==> config.mk <==
export PLATFORM = sky130hd
export DESIGN_NAME = exec
export DESIGN_NICKNAME = d
export VERILOG_FILES = /design/src/rtl/exec_pkg.sv /design/src/rtl/exec_div.sv /design/src/rtl/exec.sv
export SDC_FILE = /design/constraint.sdc
export NUM_CORES = 1
export LEC_CHECK = 0
export CAP_MARGIN = 20
export CELL_PAD_IN_SITES_DETAIL_PLACEMENT = 1
export CELL_PAD_IN_SITES_GLOBAL_PLACEMENT = 2
export CORE_UTILIZATION = 41
export DETAILED_ROUTE_END_ITERATION = 8
export GPL_TIMING_DRIVEN = 0
export PLACE_DENSITY_LB_ADDON = 0.1
export SLEW_MARGIN = 0
export SYNTH_ARGS = -nofsm -noshare
export SYNTH_HDL_FRONTEND = slang
export SYNTH_SLANG_ARGS = --single-unit
==> constraint.sdc <==
create_clock -name clk1 -period 7.55 [get_ports clk1]
set_input_delay 1.8875 -clock clk1 [delete_from_list [all_inputs] [get_ports clk1]]
set_output_delay 1.8875 -clock clk1 [all_outputs]
set_load 0.03 [all_outputs]
==> src/rtl/exec_pkg.sv <==
// Shared opcode constants, default datapath width and unit state encoding for
// the execute unit and the reservation station that feeds it.
package exec_pkg;

  localparam int DATA_W_DEF = 16;

  localparam logic [3:0] OP_ADD   = 4'b0000;
  localparam logic [3:0] OP_SUB   = 4'b0001;
  localparam logic [3:0] OP_MUL   = 4'b0010;
  localparam logic [3:0] OP_DIV   = 4'b0011;
  localparam logic [3:0] OP_LOAD  = 4'b0100;
  localparam logic [3:0] OP_STORE = 4'b0101;
  localparam logic [3:0] OP_BEQ   = 4'b0110;
  localparam logic [3:0] OP_BNE   = 4'b0111;

  localparam logic [1:0] ST_IDLE = 2'd0;
  localparam logic [1:0] ST_MUL  = 2'd1;
  localparam logic [1:0] ST_DIV  = 2'd2;

  typedef struct packed {
    logic [2:0] rob_tag;
    logic [3:0] rd_tag;
  } tag_t;

endpackage

==> src/rtl/exec_div.sv <==
// Iterative restoring divider: one quotient bit per clock, valid (combinational)
// is high for the single cycle after the last quotient bit has been shifted in.
module exec_div
  import exec_pkg::*;
#(
  parameter int DATA_W = DATA_W_DEF
) (
  input  logic              clk1,
  input  logic              rst_n,
  input  logic              start,
  input  logic [DATA_W-1:0] dividend,
  input  logic [DATA_W-1:0] divisor,
  output logic [DATA_W-1:0] quotient,
  output logic              dbz,
  output logic              valid
);

  localparam int CW = $clog2(DATA_W + 1);

  logic              r_active;
  logic [CW-1:0]     r_cnt;
  logic [DATA_W-1:0] r_rem;
  logic [DATA_W-1:0] r_quo;
  logic [DATA_W-1:0] r_dvs;

  logic [DATA_W:0]   w_shift;
  logic [DATA_W:0]   w_dvs_ext;
  logic              w_ge;

  // Remainder shifted left with the next dividend bit brought in from the top of r_quo.
  assign w_shift   = {r_rem, r_quo[DATA_W-1]};
  assign w_dvs_ext = {1'b0, r_dvs};
  assign w_ge      = (w_shift >= w_dvs_ext);

  always_ff @(posedge clk1 or negedge rst_n) begin
    if (!rst_n) begin
      r_active <= 1'b0;
      r_cnt    <= '0;
      r_rem    <= '0;
      r_quo    <= '0;
      r_dvs    <= '0;
    end else if (start) begin
      r_active <= 1'b1;
      r_cnt    <= CW'(DATA_W);
      r_rem    <= '0;
      r_quo    <= dividend;
      r_dvs    <= divisor;
    end else if (r_active && (r_cnt != '0)) begin
      r_cnt <= r_cnt - 1'b1;
      if (w_ge) begin
        r_rem <= DATA_W'(w_shift - w_dvs_ext);
        r_quo <= {r_quo[DATA_W-2:0], 1'b1};
      end else begin
        r_rem <= w_shift[DATA_W-1:0];
        r_quo <= {r_quo[DATA_W-2:0], 1'b0};
      end
    end else if (r_active) begin
      r_active <= 1'b0;
    end
  end

  assign quotient = r_quo;
  assign dbz      = (r_dvs == '0);
  assign valid    = r_active && (r_cnt == '0);

endmodule

==> src/rtl/exec.sv <==
// Execute unit: single-cycle ALU/address/branch ops, a fixed-latency multiply and
// an iterative divide. One op in flight; completions are registered one-cycle pulses.
// Handshake: an op is taken on a clk1 edge where exec_b=1 and busy=0; exec_b is
// ignored while busy=1; done pulses once per taken op and the result fields hold
// until the next done. MUL_LAT must be at least 2.
module exec
  import exec_pkg::*;
#(
  parameter int DATA_W  = DATA_W_DEF,
  parameter int MUL_LAT = 3
) (
  input  logic              clk1,
  input  logic              rst_n,
  input  logic [DATA_W-1:0] rs1data,
  input  logic [DATA_W-1:0] rs2data,
  input  logic [3:0]        func,
  input  logic [2:0]        rob_ind,
  input  logic [3:0]        rd,
  input  logic              exec_b,
  output logic              busy,
  output logic              done,
  output logic [DATA_W-1:0] result,
  output logic [2:0]        res_rob,
  output logic [3:0]        res_rd,
  output logic              flag,
  output logic [1:0]        dbg_state
);

  localparam int CW = $clog2(MUL_LAT + 1);

  logic [1:0]        r_state;
  logic [CW-1:0]     r_cnt;
  logic [DATA_W-1:0] r_prod;
  tag_t              r_tag;
  logic              r_done;
  logic [DATA_W-1:0] r_result;
  logic [2:0]        r_res_rob;
  logic [3:0]        r_res_rd;
  logic              r_flag;

  logic [DATA_W-1:0] w_sc_result;
  logic              w_sc_flag;
  logic [DATA_W-1:0] w_prod;
  logic              w_div_start;
  logic [DATA_W-1:0] w_div_quo;
  logic              w_div_dbz;
  logic              w_div_valid;

  assign w_prod      = rs1data * rs2data;
  assign w_div_start = exec_b && (r_state == ST_IDLE) && (func == OP_DIV);

  exec_div #(.DATA_W(DATA_W)) u_div (
    .clk1     (clk1),
    .rst_n    (rst_n),
    .start    (w_div_start),
    .dividend (rs1data),
    .divisor  (rs2data),
    .quotient (w_div_quo),
    .dbz      (w_div_dbz),
    .valid    (w_div_valid)
  );

  // Single-cycle datapath; anything that is not a known opcode reports flag=1.
  always_comb begin
    w_sc_result = '0;
    w_sc_flag   = 1'b0;
    case (func)
      OP_ADD, OP_LOAD, OP_STORE: w_sc_result = rs1data + rs2data;
      OP_SUB:                    w_sc_result = rs1data - rs2data;
      OP_BEQ:                    w_sc_flag   = (rs1data == rs2data);
      OP_BNE:                    w_sc_flag   = (rs1data != rs2data);
      default:                   w_sc_flag   = 1'b1;
    endcase
  end

  always_ff @(posedge clk1 or negedge rst_n) begin
    if (!rst_n) begin
      r_state   <= ST_IDLE;
      r_cnt     <= '0;
      r_prod    <= '0;
      r_tag     <= '0;
      r_done    <= 1'b0;
      r_result  <= '0;
      r_res_rob <= '0;
      r_res_rd  <= '0;
      r_flag    <= 1'b0;
    end else begin
      r_done <= 1'b0;
      case (r_state)
        ST_IDLE: begin
          if (exec_b) begin
            r_tag <= '{rob_tag: rob_ind, rd_tag: rd};
            if (func == OP_MUL) begin
              r_state <= ST_MUL;
              r_cnt   <= CW'(MUL_LAT - 1);
              r_prod  <= w_prod;
            end else if (func == OP_DIV) begin
              r_state <= ST_DIV;
            end else begin
              r_done    <= 1'b1;
              r_result  <= w_sc_result;
              r_flag    <= w_sc_flag;
              r_res_rob <= rob_ind;
              r_res_rd  <= rd;
            end
          end
        end
        ST_MUL: begin
          if (r_cnt == '0) begin
            r_state   <= ST_IDLE;
            r_done    <= 1'b1;
            r_result  <= r_prod;
            r_flag    <= 1'b0;
            r_res_rob <= r_tag.rob_tag;
            r_res_rd  <= r_tag.rd_tag;
          end else begin
            r_cnt <= r_cnt - 1'b1;
          end
        end
        ST_DIV: begin
          if (w_div_valid) begin
            r_state   <= ST_IDLE;
            r_done    <= 1'b1;
            r_result  <= w_div_dbz ? {DATA_W{1'b1}} : w_div_quo;
            r_flag    <= w_div_dbz;
            r_res_rob <= r_tag.rob_tag;
            r_res_rd  <= r_tag.rd_tag;
          end
        end
        default: r_state <= ST_IDLE;
      endcase
    end
  end

  assign busy      = (r_state != ST_IDLE);
  assign done      = r_done;
  assign result    = r_result;
  assign res_rob   = r_res_rob;
  assign res_rd    = r_res_rd;
  assign flag      = r_flag;
  assign dbg_state = r_state;

endmodule

==> summary.md, run 1 <==
| Metric | Value |
|---|---|
| R2R cell count | 12 |
| Clk pwr share | under 10% |
| Worst-path clk slew | around 80 ps |
| GRT busiest layer | met2 |
| WP data arrival | 7510 ps |
| ANT cells | 0 |
| Number of global-route vias before repair | approximately 10000 |
| Worst-Margin Slew | just over 800 ps |
| Placer Congestion | 0.888 |
| Worst setup EP type | flop |
| Total CTS buffers | 9 |
| Top FF cell, synth | dfrtp_1 |
| # DRC | 7 |
| Cell variety after synth | 73 |
| Drt pass-1 iters | 7 |
| # IOs | 74 |
| CTS HTree Levels | 3 |
| Total Wirelength | 36.0 mm |
| Vias | 9393 |
| Status | complete, but fails checks |
| Leak pwr | 0.00585 uW |
| Logic pwr share | 70.1% |
| DP Wirelength | roughly 29 mm |
| RR Startpoint | u_div.r_dvs[1] |
| DR WL/cell | between 20 and 25 um |
| First-pass GRT wire length | 57.6 mm |
| Final Power | roughly 5200 uW |
| Failing checks | design-rule violations |
| Starting Density | 42.0% |
| Synth Cell Area | 11000 um^2 |
| Critical path's largest stage delay | 610 ps |
| Met1 Usage GRT | 37.7% |
| Yosys Warn Count | 0 |
| Clock latency at the later pin of the worst-skew pair | 350 ps |
| Post-CTS Hold Buffers | 0 |
| Nets@finish | 1598 |
| Hold Violations, Final | 0 |
| Die H | 166 um |
| FILL cells | between 3000 and 4000 |
| Top-count cell post-synth | nand2_1 |
| Fin crit share | 96.6% |
| Antenna violations before repair | 0 |
| Critical-path top delay cell | fa_1 |
| Hold path cells | 2 |
| Core area | 26200 um^2 |
| Synth Register Bits | 106 |
| Clock buffer depth | 2 |
| Post-synth net total | about 1500 |
| Post-synth ARST share | 100% |
| Top cells by area, synth | dfrtp_1 24%, fa_1 15%, ha_1 12% |
| Max-cap viol count | 0 |
| CP most frequent cell | fa_1 |
| Area delta synth->final | 14.4% |
| Fin crit period | 7300 ps |
| Synth Area per Inst | 8.58 um^2 |
| Slew headroom | 45.2% |
| Sw frac | 48.7% |
| Crit Path Max Fanout | 10 |
| Gr usage total | 27.1% |
| Clock Skews | 14.8 ps |
| Max VDD drop | between 0.5 and 0.6 mV |
| Share of post-route cells with drive strength above 1 | just over 6% |
| PD cells | about 410 nW/um^2 |
| Final core occ | 48.0% |
| Cell at the root of the clock tree | clkbuf_16 |
| Sequential power share | 20.3% |
| Gate Count Post-Synth | 1282 |
| Critical-path cell list | dlygate4sd2_1, buf_4, nand2_1, fa_1, fa_1, fa_1, fa_1, inv_1, fa_1, inv_1, fa_1, inv_1, ha_4, and2_1, o21ai_0, o21ai_1, o21ai_1, nand2b_1, a21oi_4, xnor2_1, o21ai_0 |
| DR iter-0 viols | 645 |
| Final Max Tran Viols | 0 |
| Vias per cell | 5.50 |
| # setup viols final | 0 |
| CTS tree | done |
| Largest net degree at the start of global routing | 56 |
| Startpoint types | input pin |
| Share of the synthesized area in the top cell type | between 20% and 30% |
| Post-synth top cells | 188 x nand2_1, 169 x inv_1, 106 x dfrtp_1 |
| Die area | 27500 um^2 |
| Critical path class | in2reg |
| Hold Crit Start | res_rob[2] |
| Sequential fraction of the synthesis area | between 20% and 30% |
| Clock tree sinks | around 110 |
| Int Pwr | between 2000 and 3000 uW |
| Row count | 59 |
| HP Class | reg2reg |
| Area leader, netlist | dfrtp_1 |
| Grt total ovfl | 0 |
| Port Buf Inserts | 72 |
| Met3 usage | approximately 3.2% |
| Max Clk Rate | ~140 MHz |
| NetSw | 2540 uW |
| Number of routed nets with antenna violations | 0 |
| CP bufs+invs | 5 |
| Critical path depth | 21 |
| Die width | 166 um |
| Critical Path Source | rs2data[3] |
| CP top delay family | adder cells |
| Worst EP required | 7760 ps |
| Post-synth EDFFs | 0 |
| Met2 Use GR | a little under half |
worst min-delay path, stage by stage, from the launching register on:
cell     delay (ps)
dfrtp_1         340
nand2_1          40
o21ai_0          60
flip-flops by register name, indices dropped and copies added (netlist names), 2 cells and up:
register        count
r_tag               7
u_div.quotient     16
result             16
u_div.r_dvs        16
u_div.r_cnt         5
r_prod             16
res_rd              4
u_div.r_rem        16
r_cnt               2
dbg_state           2
res_rob             3
routing by layer:
| metal | share of wire [%] | vias up | routed length [um] |
|---|---|---|---|
| met5 | 0 | - | 0 |
| met4 | 1.9 | 0 | 701 |
| met3 | 4.0 | 40 | 1430 |
| met2 | 47 | 206 | 16900 |
| met1 | 47 | 4731 | 16900 |
| li1 | - | 4416 | - |
power groups by stage:
stage               Clock [uW]  Sequential, uW  Combinational, uW
floorplan                    0            1120               2480
global placement             0            1060               3480
detailed placement           0            1070               3570
CTS                        508            1060               3650
global route               530            1090               4100
finish                     500            1060               3650
repair_timing:
item	4_1_cts	5_1_grt
setup buffers	0	1
pin swaps	0	3
setup endpoints to repair	4	2
gates resized for setup	41	22
through the flow:
stage	hold WS [ps]	worst slack, ps	area, um^2	TNS, ps	instances
CTS	492	12.0	12500	0	1706
finish	486	254	12600	0	1707
floorplan	451	628	11000	0	1282
detailed placement	473	-1070	12200	-2630	1690
global placement	463	-1030	12100	-2570	1689
global route	506	-6.94	12600	-6.94	1707
worst paths after layout:
| path | to | slack (ps) |
|---|---|---|
| worst max-delay path | r_prod[15] | 250 |
| worst min-delay path | res_rob[2] | 490 |
| worst max register to register | u_div.r_rem[13] | 4720 |
| worst min register to register | res_rob[2] | 490 |
| max in group asynchronous | u_div.r_dvs[12] | 5230 |
| min in group asynchronous | result[10] | 1600 |
area by class of cell:
class | instances | area [um^2] | share of cell area, %
inverter | 169 | 634 | 5.04
clock inverter | 6 | 83.8 | 0.666
buffer | 64 | 433 | 3.44
sequential | 106 | 2650 | 21.1
timing repair buffer | 74 | 749 | 5.96
tap | 335 | 419 | 3.33
multi-input combinational | 943 | 7380 | 58.6
clock buffer | 10 | 229 | 1.82
cells by family after synthesis:
kind of cell | Yosys count | synth area share [%]
AND/OR/NAND/NOR | 403 | 17.0
flip-flops | 106 | 24.1
XOR/XNOR | 67 | 5.34
multiplexers | 23 | 2.23
buffers and inverters | 233 | 8.99
AO/OA/AOI/OAI | 265 | 15.6
adder cells (fa/ha/maj) | 185 | 26.7
cell usage in the layout, fill, tap and decap left out, drive strengths merged, types with 5 or more instances in the layout:
| cell type | instances |
|---|---|
| nand2 | 188 |
| and3 | 5 |
| a211oi | 7 |
| and2 | 52 |
| mux2 | 12 |
| xnor2 | 52 |
| a21oi | 69 |
| a21o | 14 |
| a221oi | 11 |
| a221o | 8 |
| dlygate4sd2 | 7 |
| a31oi | 22 |
| inv | 171 |
| nand4 | 10 |
| fa | 83 |
| nand3 | 12 |
| buf | 18 |
| ha | 102 |
| nand2b | 9 |
| clkbuf | 60 |
| nor2b | 8 |
| nor2 | 76 |
| clkdlybuf4s50 | 58 |
| o21ai | 85 |
| dfrtp | 106 |
| nor3 | 17 |
| mux2i | 11 |
| o21a | 9 |
| xor2 | 15 |
| nor4 | 9 |
Note: power is estimated with default switching activity, not from simulation.
==> run 2, diff against run 1 <==
Settings changed: GPL_TIMING_DRIVEN 0 to default.
==> summary.md, run 2 (synthesis results as in run 1) <==
| Metric | Value |
|---|---|
| Status | complete, but fails checks |
| Failing checks | design-rule violations |
| Area of the multi-input gates | 7370 um^2 (-0.15%) |
| FILL cells | 3100 (-1.8%) |
| Share of post-route cells with drive strength above 1 | 9.42% (+3.2 points) |
| Number of global-route vias before repair | 10000 (+0.34%) |
| Met2 Use GR | 41.8% (-3.4 points) |
| # DRC | 7 (unchanged) |
| CTS tree | done |
| GRT busiest layer | met2 |
| Drt pass-1 iters | 9 (+2) |
| Total CTS buffers | 9 (unchanged) |
| Placed insts | 1710 (+1.2%) |
| Grt total ovfl | 0 (unchanged) |
| Starting Density | 42.0% (unchanged) |
| Worst-path clk slew | 80 ps (about the same) |
| Clock Skews | 9.13 ps (-5.72 ps) |
| Final core occ | 48.8% (+0.77 points) |
| Die H | 166 um (unchanged) |
| Fin crit period | 7280 ps (-16.3 ps) |
| CP most frequent cell | fa_1 |
| Clock tree sinks | 106 (unchanged) |
| Largest net degree at the start of global routing | 69 (+23%) |
| DR WL/cell | 20.7 um (-2.0%) |
| Final hold slack | 484 ps (-1.90 ps) |
| WP data arrival | 7520 ps (about the same) |
| Final Non-Filler Cells | 1726 (+1.1%) |
| Fin crit share | 96.4% (-0.22 points) |
| Startpoint types | input pin |
| PD cells | 413 nW/um^2 (-0.25%) |
| Critical-path top delay cell | fa_1 |
| Placer Congestion | 0.878 (-1.0%) |
| HP Class | reg2reg |
| # setup viols final | 0 (unchanged) |
| R2R cell count | 11 (-1) |
| Critical path class | in2reg |
| Commonest non-fill, non-tap cell in the layout | nand2_1 |
| Met3 usage | 3.84% (+0.60 points) |
| Die width | 166 um (unchanged) |
| DP Wirelength | 28.6 mm (-1.1%) |
| R2R Setup Slk | 4420 ps (-300 ps) |
| Antenna violations before repair | 0 (unchanged) |
| Max-cap viol count | 0 (unchanged) |
| Crit Path Max Fanout | 5 (-5) |
| # IOs | 74 (unchanged) |
| Crit path to | r_prod[14] |
| Cell at the root of the clock tree | clkbuf_16 |
| Leak pwr | 0.00603 uW (+3.1%) |
| Slew headroom | 29.6% (-16 points) |
| Reg-to-reg endpoint | u_div.r_rem[13] |
| Worst-Margin Slew | 1060 ps (+240 ps) |
| Final Max Tran Viols | 0 (unchanged) |
| Met1 Usage GRT | 40.0% (+2.3 points) |
| Worst setup EP type | flop |
| Post-cts sizing count | 0 (-100%) |
| Total Wirelength | 35.7 mm (-0.91%) |
| Port Buf Inserts | 73 (+1.4%) |
| Post-CTS Setup Repair Bufs | 0 (unchanged) |
| Critical Path Source | rs2data[6] |
| Register Area | 2650 um^2 (unchanged) |
| Vias per cell | 5.45 (-0.89%) |
| Final Cell Area | 12800 um^2 (+1.6%) |
| Gr usage total | 27.2% (+0.048 points) |
| Max Clk Rate | 137 MHz (+0.22%) |
| Worst EP required | 7790 ps (+30 ps) |
| Row count | 59 (unchanged) |
| Clock latency at the later pin of the worst-skew pair | 360 ps (about the same) |
| Number of routed nets with antenna violations | 0 (unchanged) |
| Nets@finish | 1617 (+1.2%) |
| First-pass GRT wire length | 57.6 mm (unchanged) |
| RR Startpoint | u_div.r_dvs[1] |
| Most frequent cells in the layout | 188 x nand2_1, 169 x inv_1, 106 x dfrtp_1, 102 x ha_1, 85 x buf_4 |
| Unrepaired setup endpoints after global routing | no |
| ANT cells | 0 (unchanged) |
| Critical path's largest stage delay | 590 ps (-20 ps) |
| Clock buffer depth | 2 (unchanged) |
| Vias | 9413 (+0.21%) |
| CTS HTree Levels | 3 (unchanged) |
| Die area | 27500 um^2 (unchanged) |
| Hold Violations, Final | 0 (unchanged) |
| DP Area | 12400 um^2 (+2.1%) |
| Area delta synth->final | 16.2% |
| Post-CTS Hold Buffers | 0 (unchanged) |
| Max VDD drop | 0.412 mV (-22%) |
| Critical-path cell list | clkdlybuf4s50_1, buf_4, and2_1, fa_1, inv_1, fa_1, fa_1, fa_1, inv_1, fa_1, inv_1, fa_1, inv_1, ha_1, and2_1, buf_4, nor4_2, o21bai_1, a21oi_1, xor2_1, o21ai_1 |
| Core area | 26200 um^2 (unchanged) |
| DR iter-0 viols | 474 (-27%) |
[run 2: cell count changes in the layout (fill, tap and decap cells not counted), moves of 2 or more]
cell             delta
buf_6               -4
buf_4              +78
clkbuf_1           -31
clkbuf_2            -5
clkbuf_4            -3
clkbuf_8           -11
clkdlybuf4s50_1     +9
dlygate4sd2_1       -7
buf_2               -5
clkinv_4            -2
[run 2: layer usage]
metal,part of all wire [%],vias to the layer above
li1,-,4437
met1,50,4758
met2,44,185
met3,4.5,33
met4,2.0,0
met5,0,-
[run 2: worst min-delay path by stage]
stage / from / endpoint / slack [ps] / cells past startpoint
after global placement: res_rob[2] / res_rob[2] / 460 / 2
after CTS: res_rd[2] / res_rd[2] / 490 / 2
final: result[9] / result[9] / 480 / 2
after global routing: res_rob[2] / res_rob[2] / 510 / 2
after floorplan: r_prod[11] / r_prod[11] / 450 / 2
after detailed placement: res_rd[2] / res_rd[2] / 470 / 2
[run 2: cell type report]
cell class / instances / share of cell area [%]
clock buffers: 10 / 1.79
clock inverters: 6 / 0.842
inverters: 169 / 4.96
multi-input cells: 943 / 57.6
flip-flops and latches: 106 / 20.8
well taps: 335 / 3.28
repair buffers: 157 / 10.7
[run 2: power by group]
part / leakage [uW] / internal, uW / total, uW / switching, uW
Sequential: 0.00130 / 848 / 1060 / 208
Combinational: 0.00456 / 1600 / 3680 / 2080
Clock: 0.000164 / 300 / 545 / 245
Total: 0.00603 / 2750 / 5280 / 2530
[run 2: through the flow]
step           setup slack [ps]  power, uW  TNS, ps
3_3_place_gp               -214       4680     -407
3_5_place_dp               -293       4750     -596
6_report                    270       5280        0
2_1_floorplan               628       3600        0
4_1_cts                    70.6       5330        0
5_1_grt                    1.27       5810        0
[run 2: worst max-delay path: cells and delay by family]
kind | cells | cell delay, ps
buffers and inverters | 7 | 1050
and+or+nand+nor | 3 | 610
xor gates and xnor gates | 1 | 170
adders and majority gates | 7 | 3440
AOI/OAI and AO/OA | 3 | 350
==> run 3, diff against run 2 <==
Settings changed: CTS_CLUSTER_SIZE from default to 8, RECOVER_POWER from default to 50, SKIP_LAST_GASP from default to 1.
==> summary.md, run 3 (synthesis results as in run 1) <==
| Metric | Value |
|---|---|
| Startpoint types | input pin |
| Largest net degree at the start of global routing | 69 (unchanged) |
| Status | complete, but fails checks |
| Total Wirelength | 35.6 mm (-0.22%) |
| Critical-path top delay cell | fa_1 |
| Final Cell Area | 12800 um^2 (about the same) |
| Clock buffer depth | 2 (unchanged) |
| Port Buf Inserts | 73 (unchanged) |
| Nets@finish | 1617 (unchanged) |
| Final Non-Filler Cells | 1726 (unchanged) |
| Fin crit share | 96.3% (about the same) |
| Placer Congestion | 0.878 (unchanged) |
| Crit Path Max Fanout | 5 (unchanged) |
| Share of post-route cells with drive strength above 1 | 9.35% (-0.072 points) |
| CP bufs+invs | 7 (unchanged) |
| WP data arrival | 7520 ps (about the same) |
| CTS HTree Levels | 3 (unchanged) |
| Critical path class | in2reg |
| CP most frequent cell | fa_1 |
| Post-CTS Setup Repair Bufs | 0 (unchanged) |
| Register Area | 2650 um^2 (unchanged) |
| Commonest non-fill, non-tap cell in the layout | nand2_1 |
| Number of routed nets with antenna violations | 0 (unchanged) |
| Worst-Margin Slew | 3990 ps (+2930 ps) |
| Total CTS buffers | 9 (unchanged) |
| Placed insts | 1710 (unchanged) |
| Clock Skews | 9.17 ps (+0.0430 ps) |
| # setup viols final | 0 (unchanged) |
| Antenna violations before repair | 0 (unchanged) |
| # DRC | 7 (unchanged) |
| Worst-path clk slew | 80 ps (about the same) |
| Vias | 9421 (+0.085%) |
| Area of the multi-input gates | 7370 um^2 (unchanged) |
| Die area | 27500 um^2 (unchanged) |
| Slew headroom | -166% (-200 points) |
| Die H | 166 um (unchanged) |
| DR iter-0 viols | 482 (+1.7%) |
| First-pass GRT wire length | 57.6 mm (unchanged) |
| Most frequent cells in the layout | 188 x nand2_1, 169 x inv_1, 106 x dfrtp_1, 102 x ha_1 |
| Worst EP required | 7790 ps (about the same) |
| # IOs | 74 (unchanged) |
| Clock latency at the later pin of the worst-skew pair | 360 ps (about the same) |
| CP top delay family | adder cells |
| Post-CTS Hold Buffers | 0 (unchanged) |
| Critical-path cell list | clkdlybuf4s50_1, buf_4, and2_1, fa_1, inv_1, fa_1, fa_1, fa_1, inv_1, fa_1, inv_1, fa_1, inv_1, ha_1, and2_1, buf_4, nor4_2, o21bai_1, a21oi_1, xor2_1, o21ai_1 |
| DR WL/cell | 20.6 um (-0.22%) |
| Cell at the root of the clock tree | clkbuf_16 |
| Drt pass-1 iters | 9 (unchanged) |
| HP Class | reg2reg |
| Grt total ovfl | 0 (unchanged) |
| Core area | 26200 um^2 (unchanged) |
| Die width | 166 um (unchanged) |
| Unrepaired setup endpoints after global routing | no |
| Starting Density | 42.0% (unchanged) |
| Clock tree sinks | 106 (unchanged) |
| ANT cells | 0 (unchanged) |
| PD cells | 413 nW/um^2 (about the same) |
| Number of global-route vias before repair | 10000 (unchanged) |
| Post-cts sizing count | 0 (unchanged) |
| FILL cells | 3100 (unchanged) |
| DP Wirelength | 28.6 mm (unchanged) |
| Vias per cell | 5.46 (about the same) |
| CTS tree | done |
| Area delta synth->final | 16.2% (about the same) |
| Critical path's largest stage delay | 590 ps (about the same) |
| Final Max Tran Viols | 69 (+69) |
| Worst setup EP type | flop |
| Hold Violations, Final | 0 (unchanged) |
| Gr usage total | 27.2% (unchanged) |
| Max Clk Rate | 137 MHz (about the same) |
| Max VDD drop | 0.412 mV (about the same) |
| Leak pwr | 0.00604 uW (+0.12%) |
| Row count | 59 (unchanged) |
| Failing checks | design-rule violations, max-capacitance violations, max-slew violations |
| Fin crit period | 7270 ps (-6.67 ps) |
| Max-cap viol count | 1 (+1) |
| Final core occ | 48.7% (about the same) |
| DP Area | 12400 um^2 (unchanged) |
## run 3: cell types whose count changed in the layout (fill, tap and decap cells not counted)
cell	before	now
clkdlybuf4s50_1	67	60
clkbuf_2	0	1
buf_4	85	83
dlygate4sd3_1	0	7
clkbuf_1	1	2
## run 3: worst paths after layout
| kind | start | endpoint | slack (ps) | cells after the start |
|---|---|---|---|---|
| worst min register to register | result[9] | result[9] | 480 | 2 |
| worst min-delay path | result[9] | result[9] | 480 | 2 |
| max in group asynchronous | rst_n | u_div.r_rem[15] | 2040 | 2 |
| worst max register to register | u_div.r_dvs[1] | u_div.r_rem[13] | 4430 | 11 |
| min in group asynchronous | rst_n | result[13] | 2890 | 1 |
| worst max-delay path | rs2data[6] | r_prod[14] | 280 | 21 |
## run 3: per-stage QoR
step	setup WS, ps	hold slack (ps)	setup TNS (ps)	power (uW)
finish	277	479	0	5270
global route	1.27	502	0	5800
CTS	70.6	490	0	5330
detailed placement	-293	471	-596	4750
global placement	-214	462	-407	4680
floorplan	628	451	0	3600
## run 3: area by class of cell
| class | count | share of cell area, % |
|---|---|---|
| Multi-Input combinational cell | 943 | 57.7 |
| Sequential cell | 106 | 20.8 |
| Timing Repair Buffer | 157 | 10.7 |
| Inverter | 169 | 4.97 |
| Tap cell | 335 | 3.28 |
| Clock inverter | 6 | 0.842 |
| Clock buffer | 10 | 1.79 |
## run 3: layer usage
metal	part of all wire, %	vias to the layer above	track usage, %
met1	49	4739	40.0
met3	4.6	38	3.84
li1	-	4435	-
met5	0	-	0
met4	2.1	0	6.91
met2	44	209	41.8
## run 3: power breakdown
| group | internal [uW] | total, uW | switching, uW |
|---|---|---|---|
| Clock | 300 | 544 | 244 |
| Combinational | 1590 | 3670 | 2080 |
| Sequential | 848 | 1060 | 207 |
## run 3: worst reg2reg max path, stage by stage (launching register included)
cell and delay [ps]:
dfrtp_1 420, inv_1 80, ha_1 320, nor2b_1 160, o31a_2 330, o311ai_2 320
a31o_2 270, a2111oi_4 100, nor2b_4 600, nor2_1 120, a211oi_1 230, nor2_1 80
